$ cat config.mk
export PLATFORM = sky130hd
export DESIGN_NAME = gb_stage_sched
export DESIGN_NICKNAME = d
export VERILOG_FILES = /design/src/rtl/gb_sched_pkg.sv /design/src/rtl/gb_sched_arbiter.sv /design/src/rtl/gb_stage_sched.sv
export SDC_FILE = /design/constraint.sdc
export NUM_CORES = 1
export LEC_CHECK = 0
export BUFFER_PORTS_ARGS = -buffer_cell sky130_fd_sc_hd__buf_2
export CAP_MARGIN = 20
export CORE_UTILIZATION = 50
export CTS_BUF_LIST = sky130_fd_sc_hd__clkbuf_16
export DETAILED_ROUTE_END_ITERATION = 12
export GPL_TIMING_DRIVEN = 0
export PLACE_DENSITY = 0.74
export SLEW_MARGIN = 20
export SYNTH_ARGS = -nofsm -noshare
export SYNTH_HDL_FRONTEND = slang
export SYNTH_HIERARCHICAL = 1
export SYNTH_SLANG_ARGS = --single-unit
$ cat constraint.sdc
create_clock -name clk -period 3.34 [get_ports clk]
set_clock_uncertainty 0.05 [all_clocks]
set_input_delay 0.167 -clock clk [delete_from_list [all_inputs] [get_ports clk]]
set_output_delay 0.167 -clock clk [all_outputs]
set_load 0.01 [all_outputs]
$ cat src/rtl/gb_sched_pkg.sv
// Shared types and constants for the Gaussian-blur stage scheduler.
// Optional feature macro: GB_SCHED_RR_EN (round-robin arbitration).
package gb_sched_pkg;

    typedef enum logic [2:0] {
        ST_IDLE,
        ST_ARB,
        ST_ISSUE,
        ST_SETTLE,
        ST_DONE
    } state_t;

    localparam int unsigned NUM_STG = 4;
    localparam int unsigned STG_W   = 2;

    localparam int unsigned STG_IN  = 0;
    localparam int unsigned STG_1D  = 1;
    localparam int unsigned STG_2D  = 2;
    localparam int unsigned STG_OUT = 3;

    // Number of valid stencil positions in one frame.
    function automatic int unsigned out_total(input int unsigned img_w,
                                              input int unsigned img_h,
                                              input int unsigned win);
        return (img_w - win + 1) * (img_h - win + 1);
    endfunction

    // Index of the set bit in a one-hot grant (0 when no bit is set).
    function automatic logic [STG_W-1:0] grant_idx(input logic [NUM_STG-1:0] grant);
        logic [STG_W-1:0] idx;
        idx = '0;
        for (int unsigned i = 0; i < NUM_STG; i++) begin
            if (grant[i]) idx = STG_W'(i);
        end
        return idx;
    endfunction

endpackage

$ cat src/rtl/gb_sched_arbiter.sv
// One-hot grant selection among eligible pipeline stages.
// GB_SCHED_RR_EN: round-robin starting after the last granted stage;
// otherwise fixed downstream-first priority (OUT > LB2D > LB1D > IN).
module gb_sched_arbiter
    import gb_sched_pkg::*;
(
    input  logic [NUM_STG-1:0] elig,
`ifdef GB_SCHED_RR_EN
    input  logic [STG_W-1:0]   last_grant,
`endif
    output logic [NUM_STG-1:0] grant_c
);

`ifdef GB_SCHED_RR_EN
    // Walk the stages starting one past the last grant; the last grant itself is checked last.
    always_comb begin : rr_pick
        logic             found;
        logic [STG_W-1:0] idx;
        grant_c = '0;
        found   = 1'b0;
        idx     = '0;
        for (int unsigned i = 1; i <= NUM_STG; i++) begin
            idx = last_grant + STG_W'(i);
            if (!found && elig[idx]) begin
                grant_c[idx] = 1'b1;
                found        = 1'b1;
            end
        end
    end
`else
    // Downstream stages first so the pipeline drains before it is refilled.
    always_comb begin
        grant_c = '0;
        if (elig[STG_OUT])     grant_c[STG_OUT] = 1'b1;
        else if (elig[STG_2D]) grant_c[STG_2D]  = 1'b1;
        else if (elig[STG_1D]) grant_c[STG_1D]  = 1'b1;
        else if (elig[STG_IN]) grant_c[STG_IN]  = 1'b1;
    end
`endif

endmodule

$ cat src/rtl/gb_stage_sched.sv
// Issue scheduler for the Gaussian-blur streaming pipeline: grants one stage
// per ARB/ISSUE/SETTLE round and counts pixels in and out of each frame.
// Optional feature macro: GB_SCHED_RR_EN (round-robin arbitration).
module gb_stage_sched
    import gb_sched_pkg::*;
#(
    parameter int unsigned IMG_W = 480,
    parameter int unsigned IMG_H = 640,
    parameter int unsigned WIN   = 9
) (
    input  logic clk,
    input  logic rst,
    input  logic go,
    input  logic abort,
    input  logic arg_1_TVALID,
    input  logic arg_0_TREADY,
    input  logic in_stream_empty,
    input  logic in_stream_full,
    input  logic slice_stream_empty,
    input  logic slice_stream_full,
    input  logic stencil_stream_empty,
    input  logic stencil_stream_full,
    output logic step,
    output logic [NUM_STG-1:0] instr_sel,
    output logic busy,
    output logic frame_done,
    output logic [$clog2(IMG_W*IMG_H+1)-1:0] in_cnt,
    output logic [$clog2(out_total(IMG_W, IMG_H, WIN)+1)-1:0] out_cnt
);

    localparam int unsigned IN_TOTAL  = IMG_W * IMG_H;
    localparam int unsigned OUT_TOTAL = out_total(IMG_W, IMG_H, WIN);
    localparam int unsigned IN_CNT_W  = $clog2(IN_TOTAL + 1);
    localparam int unsigned OUT_CNT_W = $clog2(OUT_TOTAL + 1);

    state_t             state;
    logic [NUM_STG-1:0] elig_c;
    logic [NUM_STG-1:0] grant_c;
    logic               in_done_c;
    logic               out_done_c;

`ifdef GB_SCHED_RR_EN
    logic [STG_W-1:0]   last_grant;
`endif

    assign in_done_c  = (in_cnt  == IN_CNT_W'(IN_TOTAL));
    assign out_done_c = (out_cnt == OUT_CNT_W'(OUT_TOTAL));

    // Per-stage eligibility from stream handshakes and FIFO flags.
    always_comb begin
        elig_c          = '0;
        elig_c[STG_IN]  = arg_1_TVALID && !in_stream_full && !in_done_c;
        elig_c[STG_1D]  = !in_stream_empty && !slice_stream_full;
        elig_c[STG_2D]  = !slice_stream_empty && !stencil_stream_full;
        elig_c[STG_OUT] = !stencil_stream_empty && arg_0_TREADY && !out_done_c;
    end

    gb_sched_arbiter u_arbiter (
        .elig       (elig_c),
`ifdef GB_SCHED_RR_EN
        .last_grant (last_grant),
`endif
        .grant_c    (grant_c)
    );

    // Scheduler FSM with registered strobes and saturating frame counters.
    always_ff @(posedge clk) begin
        if (rst) begin
            state      <= ST_IDLE;
            step       <= 1'b0;
            instr_sel  <= '0;
            busy       <= 1'b0;
            frame_done <= 1'b0;
            in_cnt     <= '0;
            out_cnt    <= '0;
`ifdef GB_SCHED_RR_EN
            last_grant <= STG_W'(STG_OUT);
`endif
        end else begin
            step       <= 1'b0;
            instr_sel  <= '0;
            frame_done <= 1'b0;
            if (abort && (state != ST_IDLE)) begin
                state <= ST_IDLE;
                busy  <= 1'b0;
            end else begin
                case (state)
                    ST_IDLE: begin
                        if (go && !abort) begin
                            state   <= ST_ARB;
                            busy    <= 1'b1;
                            in_cnt  <= '0;
                            out_cnt <= '0;
`ifdef GB_SCHED_RR_EN
                            // Search after OUT, i.e. the first search starts at IN.
                            last_grant <= STG_W'(STG_OUT);
`endif
                        end
                    end
                    ST_ARB: begin
                        if (in_done_c && out_done_c) begin
                            state      <= ST_DONE;
                            frame_done <= 1'b1;
                        end else if (|grant_c) begin
                            state     <= ST_ISSUE;
                            step      <= 1'b1;
                            instr_sel <= grant_c;
                            if (grant_c[STG_IN] && !in_done_c)
                                in_cnt <= in_cnt + IN_CNT_W'(1);
                            if (grant_c[STG_OUT] && !out_done_c)
                                out_cnt <= out_cnt + OUT_CNT_W'(1);
`ifdef GB_SCHED_RR_EN
                            last_grant <= grant_idx(grant_c);
`endif
                        end
                    end
                    ST_ISSUE:  state <= ST_SETTLE;
                    ST_SETTLE: state <= ST_ARB;
                    ST_DONE: begin
                        state <= ST_IDLE;
                        busy  <= 1'b0;
                    end
                    default: begin
                        state <= ST_IDLE;
                        busy  <= 1'b0;
                    end
                endcase
            end
        end
    end

endmodule

==> run metrics, run 1 <==
XOR/XNOR Fraction of Synth Area 0%; initial DRC count about 240; Post-synth EDFFs 0; first-pass GRT wire length 12.99 mm; Antenna Nets Post-Route 0; syn nets around 360; total grt overflow 0; Slew Viols, Final 0; CORE AREA ~0.0052 mm²; Clk pin slew, worst setup/hold paths 0.07 ns; clk_lat worst skew just under 0.3 ns; Slowest-stage cell, CP nor4b_4; crit path cell chain inv_1 -> ha_1 -> nor4bb_1 -> nand4_1 -> nor2_2 -> nor3b_2 -> nor4b_4 -> nor4_4 -> a211oi_4 -> o21ai_2 -> or3_1 -> a21oi_1; Synth-to-Final Area Change 22.15%; worst-path fanout max 10; Post-Syn Area per Cell between 8 and 9 µm²; gr busiest metal met2; Die W roughly 77 µm; Die H 76.64 µm; final-report hold violation count 0; RSZ-0062 raised after global routing false; # nets final 422; synthesized area 0.002785 mm²; Synth top area share 34.50%; ratio of cells with drive above 1 in the final layout 25.55%; diodes inserted 0; H-tree levels 2; Multi-input gate area 0.001770 mm²; Critical Path RT 3.51 ns; Vias approximately 3000; GPL Wtd Cong 0.9197; initial core utilization between 50% and 60%; CTS Root Cell clkbuf_16; Crit. End Element flip-flop; Detailed Route WL 7.971 mm; Ports 57; Power Dens Cells between 300 and 400 mW/mm²; final setup fails 0; number of buffers created by CTS 5; post-route setup TNS 0 ns; max-cap viol count 0; fillers 485; share of flip-flops with an asynchronous set or reset 0%; Slew headroom 56.74%; f_max around 310 MHz; Die ar. approximately 0.006 mm²; Post-Synthesis Cells roughly 340; largest net degree at the start of global routing 16; Final min period 3.203 ns; dpl cells 467; largest family of logic cells by synthesized area simple AND/OR/NAND/NOR gates; Longest Clk Path Bufs 2; GR Layer Usage met2 between 40% and 50%; synth cell count leaders dfxtp_1, nand2_1, nand3_1; area leader, netlist dfxtp_1; HPWL Detailed 5.631 mm; maximum vdd drop 0.2180 mV; CTS tree yes; met3 Resource Use GR 4.551%; initial antenna violation count 0; port bufs 56; Post-Synth Simple-Gate Area 36.97%; sequential area share after synthesis 34.50%; ys flop type dfxtp_1; status finished, final reports clean; P_leak 1.259 nW; Worst-Margin Slew 0.6489 ns; drt pass-1 iters 7; yosys warns 6; most common cell in the synthesized netlist dfxtp_1; Sink Count 48; multiplexer share of the synthesized area 0.3594%; met1 Usage GRT 38.85%; # rows 26; FF/Latch Area 960.9 µm²; DR WL/cell 16.71 µm; crit path launch type flip-flop; crit share post-route 95.89%; top post-synthesis cells by area dfxtp_1, nand2_1, nand3_1, a31oi_1, a21oi_1; max incr delay on CP 0.42 ns; Total Routing Usage GR 27.69%; Hold WC Path Type primary input to flip-flop; DRC Markers 0; drt via density between 6 and 7; Worst Path Arrival approximately 3.4 ns; vias in the first global route 2584; Setup WS pre-CTS -0.3000 ns; critical path class flip-flop to flip-flop; Post-Synth Adder-Cell Area 1.797%; Non-Filler Instances around 480; post-synth cell types 62; compound-gate portion of the synthesized area between 20 and 25%; Setup WS post-layout 0.1374 ns; #FFs+latches synth between 40 and 50
==> registers in the layout, summed over array words and instances (netlist names) <==
register    flops
step            1
frame_done      1
state           3
in_cnt         19
busy            1
instr_sel       4
out_cnt        19
==> layout make-up <==
| type | count | share of cell area (%) |
|---|---|---|
| plain buffers | 16 | 2.427 |
| multi-input cells | 267 | 52.04 |
| clock buffers | 5 | 3.678 |
| well taps | 70 | 2.574 |
| flip-flops and latches | 48 | 28.25 |
| clock inverters | 3 | 1.250 |
| inverters | 10 | 1.103 |
| repair buffers | 58 | 8.680 |
==> timing repair <==
item	CTS	global route
hold buffers	0	0
gates resized for setup	6	5
setup buffers	2	0
endpoints found under the setup margin	32	22
pin swaps	2	1
==> worst max-delay path: cells and delay by family, from the launching register on <==
| family | cells | cell delay, ns |
|---|---|---|
| adders and majority gates | 1 | 0.19 |
| and+or+nand+nor | 7 | 1.72 |
| DFF | 1 | 0.35 |
| AOI/OAI and AO/OA | 3 | 0.70 |
| buffers and inverters | 1 | 0.10 |
==> metrics by stage <==
stage	total power, mW	area, µm²	util [%]	hold WS [ns]
6_report	1.237	3402	64.95	0.1290
5_1_grt	1.279	3402	64.95	0.1283
4_1_cts	1.249	3371	64.36	0.1068
3_5_place_dp	0.6754	3153	60.20	0.4102
3_3_place_gp	0.6745	3153	60.20	0.4246
2_1_floorplan	0.6458	2785	-	0.2060
==> power breakdown <==
| group | switching, mW | leakage [nW] | internal, mW |
|---|---|---|---|
| Sequential | 0.00193 | 0.387 | 0.575 |
| Clock | 0.214 | 0.0798 | 0.352 |
| Combinational | 0.0626 | 0.792 | 0.0319 |
==> placed cells by master (no fill, tap or decap), drive strengths merged, types with 6 or more instances in the layout <==
master,instances
dfxtp,48
and3,7
nand3,25
nor3,10
nor2,21
inv,10
o21ai,21
nand4,9
a311oi,10
a31oi,17
a21oi,20
nor4,9
or3,9
clkbuf,12
nand2,39
buf,67
and2,6
==> metal layers <==
| layer | vias to the layer above | wire [µm] |
|---|---|---|
| li1 | 1427 | - |
| met1 | 1401 | 3712 |
| met2 | 123 | 3654 |
| met3 | 15 | 496 |
| met4 | 0 | 108 |
| met5 | - | 0 |
==> worst paths after layout <==
kind | startpoint | to | slack, ns | cells after the start
max | out_cnt[0]$_SDFFE_PP0P_ | out_cnt[1]$_SDFFE_PP0P_ | 0.14 | 12
min | rst | step$_SDFF_PP0_ | 0.13 | 2
max reg2reg | out_cnt[0]$_SDFFE_PP0P_ | out_cnt[1]$_SDFFE_PP0P_ | 0.14 | 12
min reg2reg | in_cnt[1]$_SDFFE_PP0P_ | in_cnt[1]$_SDFFE_PP0P_ | 0.46 | 2
==> logic make-up after synthesis <==
logic type | count (synthesis)
buf+inv | 26
mux | 1
fa+ha+maj | 4
flops | 48
compound gates | 90
simple gates | 172
(Power assumes the default switching activity.)
==> run 2, diff against run 1 <==
--- a/config.mk
+++ b/config.mk
@@ -5,13 +5,14 @@
 export SDC_FILE = /design/constraint.sdc
 export NUM_CORES = 1
 export LEC_CHECK = 0
+export ABC_AREA = 1
 export BUFFER_PORTS_ARGS = -buffer_cell sky130_fd_sc_hd__buf_2
 export CAP_MARGIN = 20
 export CORE_UTILIZATION = 50
 export CTS_BUF_LIST = sky130_fd_sc_hd__clkbuf_16
 export DETAILED_ROUTE_END_ITERATION = 12
 export GPL_TIMING_DRIVEN = 0
-export PLACE_DENSITY = 0.74
+export PLACE_DENSITY = 0.72
 export SLEW_MARGIN = 20
 export SYNTH_ARGS = -nofsm -noshare
 export SYNTH_HDL_FRONTEND = slang
==> run 2 against run 1 <==
  * Combinational power increased to 6.3 times the previous value
  * Worst hold slack improved by 0.049 ns
  * Largest cell class unchanged
  * Synthesized cell count increased by 57%
  * Critical endpoint is now out_cnt[14]$_SDFFE_PP0P_
==> run metrics, run 2 <==
CTS Root Cell clkbuf_16 (unchanged); worst-path fanout max 10 (unchanged); Die ar. 0.006912 mm² (was 0.005873 mm²); # nets final 612 (was 422); Sink Count 48 (unchanged); port bufs 55 (was 56); Die H 83.14 µm (was 76.64 µm); Post-CTS Hold Buffers 0 (unchanged); synthesized area 0.003292 mm² (was 0.002785 mm²); vias in the first global route 3053 (was 2584); RSZ-0062 raised after global routing false (unchanged); critical path class flip-flop to flip-flop (unchanged); Power Dens Cells 472.5 mW/mm² (was 363.7 mW/mm²); yosys warns 6 (unchanged); H-tree levels 2 (unchanged); initial DRC count 310 (was 235); Slew headroom 49.80% (was 56.74%); HPWL Detailed 6.898 mm (was 5.631 mm); Largest regs in_cnt: 19 flops, out_cnt: 19 flops, instr_sel: 4 flops (unchanged); share of flip-flops with an asynchronous set or reset 0% (unchanged); Critical Path RT 3.44 ns (was 3.51 ns); final setup fails 0 (unchanged); r2r worst-path depth 21 (was 12); GPL Wtd Cong 0.9758 (was 0.9197); first-pass GRT wire length 14.72 mm (was 12.99 mm); clk_lat worst skew 0.29 ns (about the same); drt via density 5.228 (was 6.218); maximum vdd drop 0.3857 mV (was 0.2180 mV); multiplexer share of the synthesized area 0% (was 0.3594%); initial core utilization 51.84% (was 53.18%); max-cap viol count 0 (unchanged); Longest Clk Path Bufs 2 (unchanged); WP buf/inv 5 (was 1); synth cell count leaders nand2_1, nor2_1, dfxtp_1 (was dfxtp_1, nand2_1, nand3_1); Reg2Reg Launch Point out_cnt[0]$_SDFFE_PP0P_ (unchanged); XOR/XNOR Fraction of Synth Area 4.523% (was 0%); Final min period 2.767 ns (was 3.203 ns); Synth top area share 29.19% (was 34.50%); Antenna Nets Post-Route 0 (unchanged); Worst-Margin Slew 0.7461 ns (was 0.6489 ns); #FFs+latches synth 48 (unchanged); Most common cell on crit path nand2_1; dpl cells 666 (was 467); worst hold start abort (was rst); WHS Endpoint busy$_SDFFE_PP0P_ (was step$_SDFF_PP0_); Synth-to-Final Area Change 15.66% (was 22.15%); Non-Filler Instances 674 (was 477); crit path cell chain inv_1 -> ha_1 -> nand2_1 -> inv_1 -> nand2_1 -> nor2_2 -> nand3_1 -> nand2_1 -> nor2_1 -> inv_1 -> nand2_1 -> nor2_2 -> inv_1 -> nand4_1 -> nor2_1 -> nor2_4 -> nand2_2 -> nor2_8 -> buf_4 -> nand2_1 -> a21oi_1 (was inv_1 -> ha_1 -> nor4bb_1 -> nand4_1 -> nor2_2 -> nor3b_2 -> nor4b_4 -> nor4_4 -> a211oi_4 -> o21ai_2 -> or3_1 -> a21oi_1); crit share post-route 82.85% (was 95.89%); Clk pin slew, worst setup/hold paths 0.07 ns (about the same); top post-synthesis cells by area dfxtp_1, nand2_1, nor2_1, nand3_1, inv_1 (was dfxtp_1, nand2_1, nand3_1, a31oi_1, a21oi_1); total grt overflow 0 (unchanged); DR WL/cell 13.31 µm (was 16.71 µm); area leader, netlist dfxtp_1 (unchanged); Post-Synth Simple-Gate Area 47.32% (was 36.97%); Slowest-stage cell, CP dfxtp_1 (was nor4b_4); Slew Viols, Final 0 (unchanged); P_leak 1.598 nW (was 1.259 nW); drt pass-1 iters 5 (was 7); CP Depth 21 (was 12); total power 1.799 mW (was 1.237 mW); r2r setup slk 0.57 ns (was 0.14 ns); most common cell in the synthesized netlist nand2_1 (was dfxtp_1); sequential area share after synthesis 29.19% (was 34.50%); Hold WC Path Type primary input to flip-flop (unchanged); crit path launch type flip-flop (unchanged); critical path's top delay family simple AND/OR/NAND/NOR gates (unchanged); post-synth cell types 37 (was 62); commonest non-fill, non-tap cell in the layout nand2_1 (was buf_2); Crit. End Element flip-flop (unchanged); Post-Synth Adder-Cell Area 1.520% (was 1.797%); Hold Crit Depth 4 (was 2); status finished, final reports clean (unchanged); Post-Synthesis Cells 534 (was 341); post-route setup TNS 0 ns (unchanged); final-report hold violation count 0 (unchanged); post-CTS sizing 0 (was 6); Die W 83.14 µm (was 76.64 µm); Ports 57 (unchanged); reg2reg end out_cnt[14]$_SDFFE_PP0P_ (was out_cnt[1]$_SDFFE_PP0P_); syn nets 550 (was 357); max incr delay on CP 0.45 ns (was 0.42 ns); f_max 361.4 MHz (was 312.2 MHz); ratio of cells with drive above 1 in the final layout 17.42% (was 25.55%); compound-gate portion of the synthesized area 8.856% (was 22.06%); Detailed Route WL 8.971 mm (was 7.971 mm); Post-synth EDFFs 0 (unchanged); Worst Path Arrival 2.87 ns (was 3.37 ns); Vias 3524 (was 2966); most frequent cells in the layout nand2_1, nor2_1, buf_2 (was buf_2, dfxtp_1, nand2_1); CTS tree yes (unchanged); hold_ws 0.1780 ns (was 0.1290 ns); largest family of logic cells by synthesized area simple AND/OR/NAND/NOR gates (unchanged); # rows 29 (was 26); postcts setup bufs 0 (was 2); ys flop type dfxtp_1 (unchanged); Post-Syn Area per Cell 6.165 µm² (was 8.168 µm²); Total Routing Usage GR 26.27% (was 27.69%); number of buffers created by CTS 5 (unchanged); CORE AREA 0.006350 mm² (was 0.005238 mm²); DRC Markers 0 (unchanged); largest net degree at the start of global routing 16 (unchanged); diodes inserted 0 (unchanged); initial antenna violation count 0 (unchanged)
==> run 2: changes by cell type in the layout (fill, tap and decap cells not counted), sizes merged, moves of 9 or more <==
cell | before | now
a311oi | 10 | 0
nand2 | 39 | 146
nor2 | 21 | 122
inv | 10 | 43
nand3 | 25 | 39
xor2 | 0 | 14
a31oi | 17 | 1
or3 | 9 | 0
==> run 2: cell families (layout without fill, tap and decap cells) <==
| logic type | count (synthesis) | in the layout |
|---|---|---|
| simple gates | 347 | 347 |
| buf+inv | 62 | 125 |
| compound gates | 56 | 56 |
| flops | 48 | 48 |
| xor+xnor | 17 | 17 |
| fa+ha+maj | 4 | 4 |
==> run 2: layout make-up <==
class / instances / area (µm²)
plain buffers: 18 / 117.6
inverters: 44 / 165.2
well taps: 77 / 96.34
multi-input cells: 424 / 2048
repair buffers: 55 / 275.3
flip-flops and latches: 48 / 960.9
clock buffers: 5 / 125.1
fillers: 656 / 2542
clock inverters: 3 / 18.77
==> run 2: worst max path at each step <==
stage	slack (ns)	to	startpoint
4_1_cts	0.57	out_cnt[14]$_SDFFE_PP0P_	out_cnt[0]$_SDFFE_PP0P_
5_1_grt	0.15	in_cnt[9]$_SDFFE_PP0P_	out_cnt[0]$_SDFFE_PP0P_
3_5_place_dp	0.60	out_cnt[14]$_SDFFE_PP0P_	out_cnt[0]$_SDFFE_PP0P_
2_1_floorplan	0.94	out_cnt[12]$_SDFFE_PP0P_	out_cnt[0]$_SDFFE_PP0P_
6_report	0.57	out_cnt[14]$_SDFFE_PP0P_	out_cnt[0]$_SDFFE_PP0P_
3_3_place_gp	0.61	out_cnt[12]$_SDFFE_PP0P_	out_cnt[0]$_SDFFE_PP0P_
==> run 2: worst register-to-register path: stages (launching register included) <==
cell and delay, ns:
dfxtp_1 0.45, inv_1 0.10, ha_1 0.25, nand2_1 0.08, inv_1 0.04, nand2_1 0.08, nor2_2 0.04, nand3_1 0.10
nand2_1 0.06, nor2_1 0.17, inv_1 0.08, nand2_1 0.08, nor2_2 0.04, inv_1 0.06, nand4_1 0.12, nor2_1 0.23
nor2_4 0.07, nand2_2 0.16, nor2_8 0.08, buf_4 0.18, nand2_1 0.06, a21oi_1 0.06
==> run 2: where the power goes <==
part,internal (mW),leakage (nW),total (mW),switching (mW)
Sequential,0.621,0.390,0.698,0.0771
Combinational,0.206,1.14,0.596,0.390
Clock,0.276,0.0736,0.505,0.228
==> run 2: metrics by stage <==
step / instance area [µm²] / setup slack (ns) / util [%]
2_1_floorplan: 3292 / 0.9380 / -
3_3_place_gp: 3664 / 0.6108 / 57.69
3_5_place_dp: 3664 / 0.5984 / 57.69
4_1_cts: 3807 / 0.5716 / 59.96
5_1_grt: 3807 / 0.1473 / 59.96
6_report: 3807 / 0.5728 / 59.96
==> run 2: layer usage <==
metal | vias to the layer above | share of wire [%] | global-route usage, %
met4 | 0 | 1.3 | 7.367
met1 | 1593 | 52 | 37.82
met5 | - | 0 | 0
li1 | 1835 | - | -
met2 | 87 | 43 | 41.13
met3 | 9 | 4.3 | 3.280
==> run 3, diff against run 2 <==
--- a/config.mk
+++ b/config.mk
@@ -5,14 +5,14 @@
 export SDC_FILE = /design/constraint.sdc
 export NUM_CORES = 1
 export LEC_CHECK = 0
-export ABC_AREA = 1
+export ABC_AREA = 0
 export BUFFER_PORTS_ARGS = -buffer_cell sky130_fd_sc_hd__buf_2
 export CAP_MARGIN = 20
 export CORE_UTILIZATION = 50
 export CTS_BUF_LIST = sky130_fd_sc_hd__clkbuf_16
 export DETAILED_ROUTE_END_ITERATION = 12
 export GPL_TIMING_DRIVEN = 0
-export PLACE_DENSITY = 0.72
+export PLACE_DENSITY = 0.74
 export SLEW_MARGIN = 20
 export SYNTH_ARGS = -nofsm -noshare
 export SYNTH_HDL_FRONTEND = slang
==> constraint.sdc (replaced) <==
create_clock -name clk -period 2.65 [get_ports clk]
set_clock_uncertainty 0.05 [all_clocks]
set_input_delay 0.1325 -clock clk [delete_from_list [all_inputs] [get_ports clk]]
set_output_delay 0.1325 -clock clk [all_outputs]
set_load 0.01 [all_outputs]
==> run 3 against run 2 <==
  * Via count is 6.9% lower
  * Critical endpoint is now in_cnt[18]$_SDFFE_PP0P_
  * Critical path type unchanged
  * Final area grew 1.7%
  * Setup slack got worse by 0.86 ns
  * The run now ends with negative setup slack left
  * Non-clock buffer count increased by 21
  * Register-to-register slack got worse by 0.86 ns
  * Final cell count shrank 26%
  * Count of clock-buffer cells in the layout did not move
  * Die area shrank 15%
  * Routed wire length grew 6.2%
  * First-iteration DRC count increased by 62%
  * Sequential power is 3.7% higher
  * Largest cell class unchanged
  * Highest routed layer unchanged
==> run metrics, run 3 (synthesis gave the netlist of run 1 again) <==
drt via density 6.562 (was 5.228); initial antenna violation count 0 (unchanged); Setup WS post-layout -0.2874 ns (was 0.5728 ns); Crit. End Element flip-flop (unchanged); DRC Markers 0 (unchanged); largest net degree at the start of global routing 15 (was 16); final setup fails 37 (was 0); r2r worst-path depth 14 (was 21); post-route setup TNS -6.352 ns (was 0 ns); Final min period 2.937 ns (was 2.767 ns); diodes inserted 0 (unchanged); Worst Path Arrival 3.03 ns (was 2.87 ns); Worst-Margin Slew 0.7133 ns (was 0.7461 ns); Total Routing Usage GR 28.22% (was 26.27%); # rows 26 (was 29); initial core utilization 53.18% (was 51.84%); drt pass-1 iters 5 (unchanged); Non-Filler Instances 500 (was 674); crit path launch type flip-flop (unchanged); f_max 340.4 MHz (was 361.4 MHz); ratio of cells with drive above 1 in the final layout 39.53% (was 17.42%); CTS Root Cell clkbuf_16 (unchanged); crit path cell chain inv_4 -> ha_4 -> nor4bb_4 -> nand4_1 -> nor2_4 -> nor3b_4 -> nor4b_4 -> buf_4 -> nand2_4 -> nor2_1 -> a211oi_4 -> buf_6 -> o21ai_2 -> a21oi_1 (was inv_1 -> ha_1 -> nand2_1 -> inv_1 -> nand2_1 -> nor2_2 -> nand3_1 -> nand2_1 -> nor2_1 -> inv_1 -> nand2_1 -> nor2_2 -> inv_1 -> nand4_1 -> nor2_1 -> nor2_4 -> nand2_2 -> nor2_8 -> buf_4 -> nand2_1 -> a21oi_1); most frequent cells in the layout buf_2, dfxtp_1, nand2_1 (was nand2_1, nor2_1, buf_2); Synth-to-Final Area Change 38.99% (was 15.66%); Ports 57 (unchanged); first-pass GRT wire length 13.38 mm (was 14.72 mm); Reg2Reg Launch Point out_cnt[0]$_SDFFE_PP0P_ (unchanged); Sink Count 48 (unchanged); Antenna Nets Post-Route 0 (unchanged); Die ar. 0.005873 mm² (was 0.006912 mm²); maximum vdd drop 0.2654 mV (was 0.3857 mV); failing checks negative setup slack; CP Depth 14 (was 21); WHS Endpoint step$_SDFF_PP0_ (was busy$_SDFFE_PP0P_); Detailed Route WL 9.529 mm (was 8.971 mm); WP buf/inv 3 (was 5); GPL Wtd Cong 0.8857 (was 0.9758); fin util 73.91% (was 59.96%); total grt overflow 0 (unchanged); RSZ-0062 raised after global routing true (was false); DR WL/cell 19.06 µm (was 13.31 µm); fillers 382 (was 656); Hold Crit Depth 2 (was 4); H-tree levels 2 (unchanged); Multi-input gate area 0.002052 mm² (was 0.002048 mm²); r2r setup slk -0.29 ns (was 0.57 ns); vias in the first global route 2726 (was 3053); Slowest-stage cell, CP nor2_1 (was dfxtp_1); Critical Path RT 2.75 ns (was 3.44 ns); critical path class flip-flop to flip-flop (unchanged); initial DRC count 502 (was 310); Slew headroom 52.05% (was 49.80%); HPWL Detailed 5.637 mm (was 6.898 mm); status finished, violations left (was finished, final reports clean); Longest Clk Path Bufs 2 (unchanged); CORE AREA 0.005238 mm² (was 0.006350 mm²); P_leak 1.427 nW (was 1.598 nW); Die H 76.64 µm (was 83.14 µm); commonest non-fill, non-tap cell in the layout buf_2 (was nand2_1); worst-path fanout max 6 (was 10); Die W 76.64 µm (was 83.14 µm); CTS tree yes (unchanged); reg2reg end in_cnt[18]$_SDFFE_PP0P_ (was out_cnt[14]$_SDFFE_PP0P_); worst hold start rst (was abort); crit share post-route 110.8% (was 82.85%); max-cap viol count 0 (unchanged); FF/Latch Area 980.9 µm² (was 960.9 µm²); clk_lat worst skew 0.29 ns (about the same); Power Dens Cells 392.8 mW/mm² (was 472.5 mW/mm²); Clk pin slew, worst setup/hold paths 0.07 ns (about the same); number of buffers created by CTS 5 (unchanged); max incr delay on CP 0.39 ns (was 0.45 ns); Hold WC Path Type primary input to flip-flop (unchanged); # nets final 445 (was 612); Slew Viols, Final 0 (unchanged); final-report hold violation count 0 (unchanged); Setup WS pre-CTS -0.6307 ns (was 0.5984 ns); Largest regs in_cnt: 19 flops, out_cnt: 19 flops, instr_sel: 4 flops (unchanged); dpl cells 467 (was 666); port bufs 56 (was 55); critical path's top delay family simple AND/OR/NAND/NOR gates (unchanged); Vias 3281 (was 3524)
[run 3: metrics by stage]
step                      power (mW)  instance area, µm²  hold slack [ns]
final                          1.521                3871          0.09203
after global routing           1.555                3871           0.1005
after CTS                      1.480                3580          0.08494
after detailed placement      0.8616                3237           0.3885
after global placement        0.8589                3237           0.3847
after floorplan               0.8215                2869           0.1715
[run 3: power by group]
| part | total [mW] | switching [mW] | leakage [nW] | internal [mW] |
|---|---|---|---|---|
| Sequential | 0.724 | 0.00316 | 0.393 | 0.721 |
| Combinational | 0.174 | 0.108 | 0.963 | 0.0660 |
| Clock | 0.622 | 0.278 | 0.0710 | 0.344 |
| Total | 1.52 | 0.390 | 1.43 | 1.13 |
[run 3: final cells by class]
| class | count | area share, % |
|---|---|---|
| plain buffers | 16 | 2.941 |
| clock buffers | 5 | 3.232 |
| clock inverters | 3 | 0.3555 |
| inverters | 10 | 1.034 |
| multi-input cells | 270 | 53.01 |
| flip-flops and latches | 48 | 25.34 |
| well taps | 70 | 2.262 |
| repair buffers | 78 | 11.83 |
[run 3: worst register-to-register path: stages (launching register included)]
cell	delay (ns)
dfxtp_4	0.35
inv_4	0.06
ha_4	0.13
nor4bb_4	0.18
nand4_1	0.21
nor2_4	0.21
nor3b_4	0.07
nor4b_4	0.28
buf_4	0.19
nand2_4	0.06
nor2_1	0.39
a211oi_4	0.21
buf_6	0.20
o21ai_2	0.11
a21oi_1	0.08
[run 3: worst max-delay path by stage]
stage,from,endpoint,slack [ns]
after floorplan,out_cnt[0]$_SDFFE_PP0P_,out_cnt[1]$_SDFFE_PP0P_,-0.05
after global placement,out_cnt[0]$_SDFFE_PP0P_,out_cnt[4]$_SDFFE_PP0P_,-0.55
after detailed placement,out_cnt[0]$_SDFFE_PP0P_,out_cnt[15]$_SDFFE_PP0P_,-0.63
after CTS,out_cnt[1]$_SDFFE_PP0P_,out_cnt[1]$_SDFFE_PP0P_,-0.16
after global routing,out_cnt[0]$_SDFFE_PP0P_,in_cnt[18]$_SDFFE_PP0P_,-0.33
final,out_cnt[0]$_SDFFE_PP0P_,in_cnt[18]$_SDFFE_PP0P_,-0.29
[run 3: timing repair]
item,in CTS,in global routing
buffers inserted,11,9
setup endpoints to repair,42,38
pin swaps,20,38
resized for setup,29,51
hold buffers,0,0
hold endpoints to repair,0,0
gates cloned,1,4
[run 3: layer usage]
metal	up-vias	global-route usage, %	wire, µm
li1	1483	-	-
met1	1533	39.08	3984
met2	229	44.41	4404
met3	36	4.311	857
met4	0	9.808	282
met5	-	0	0
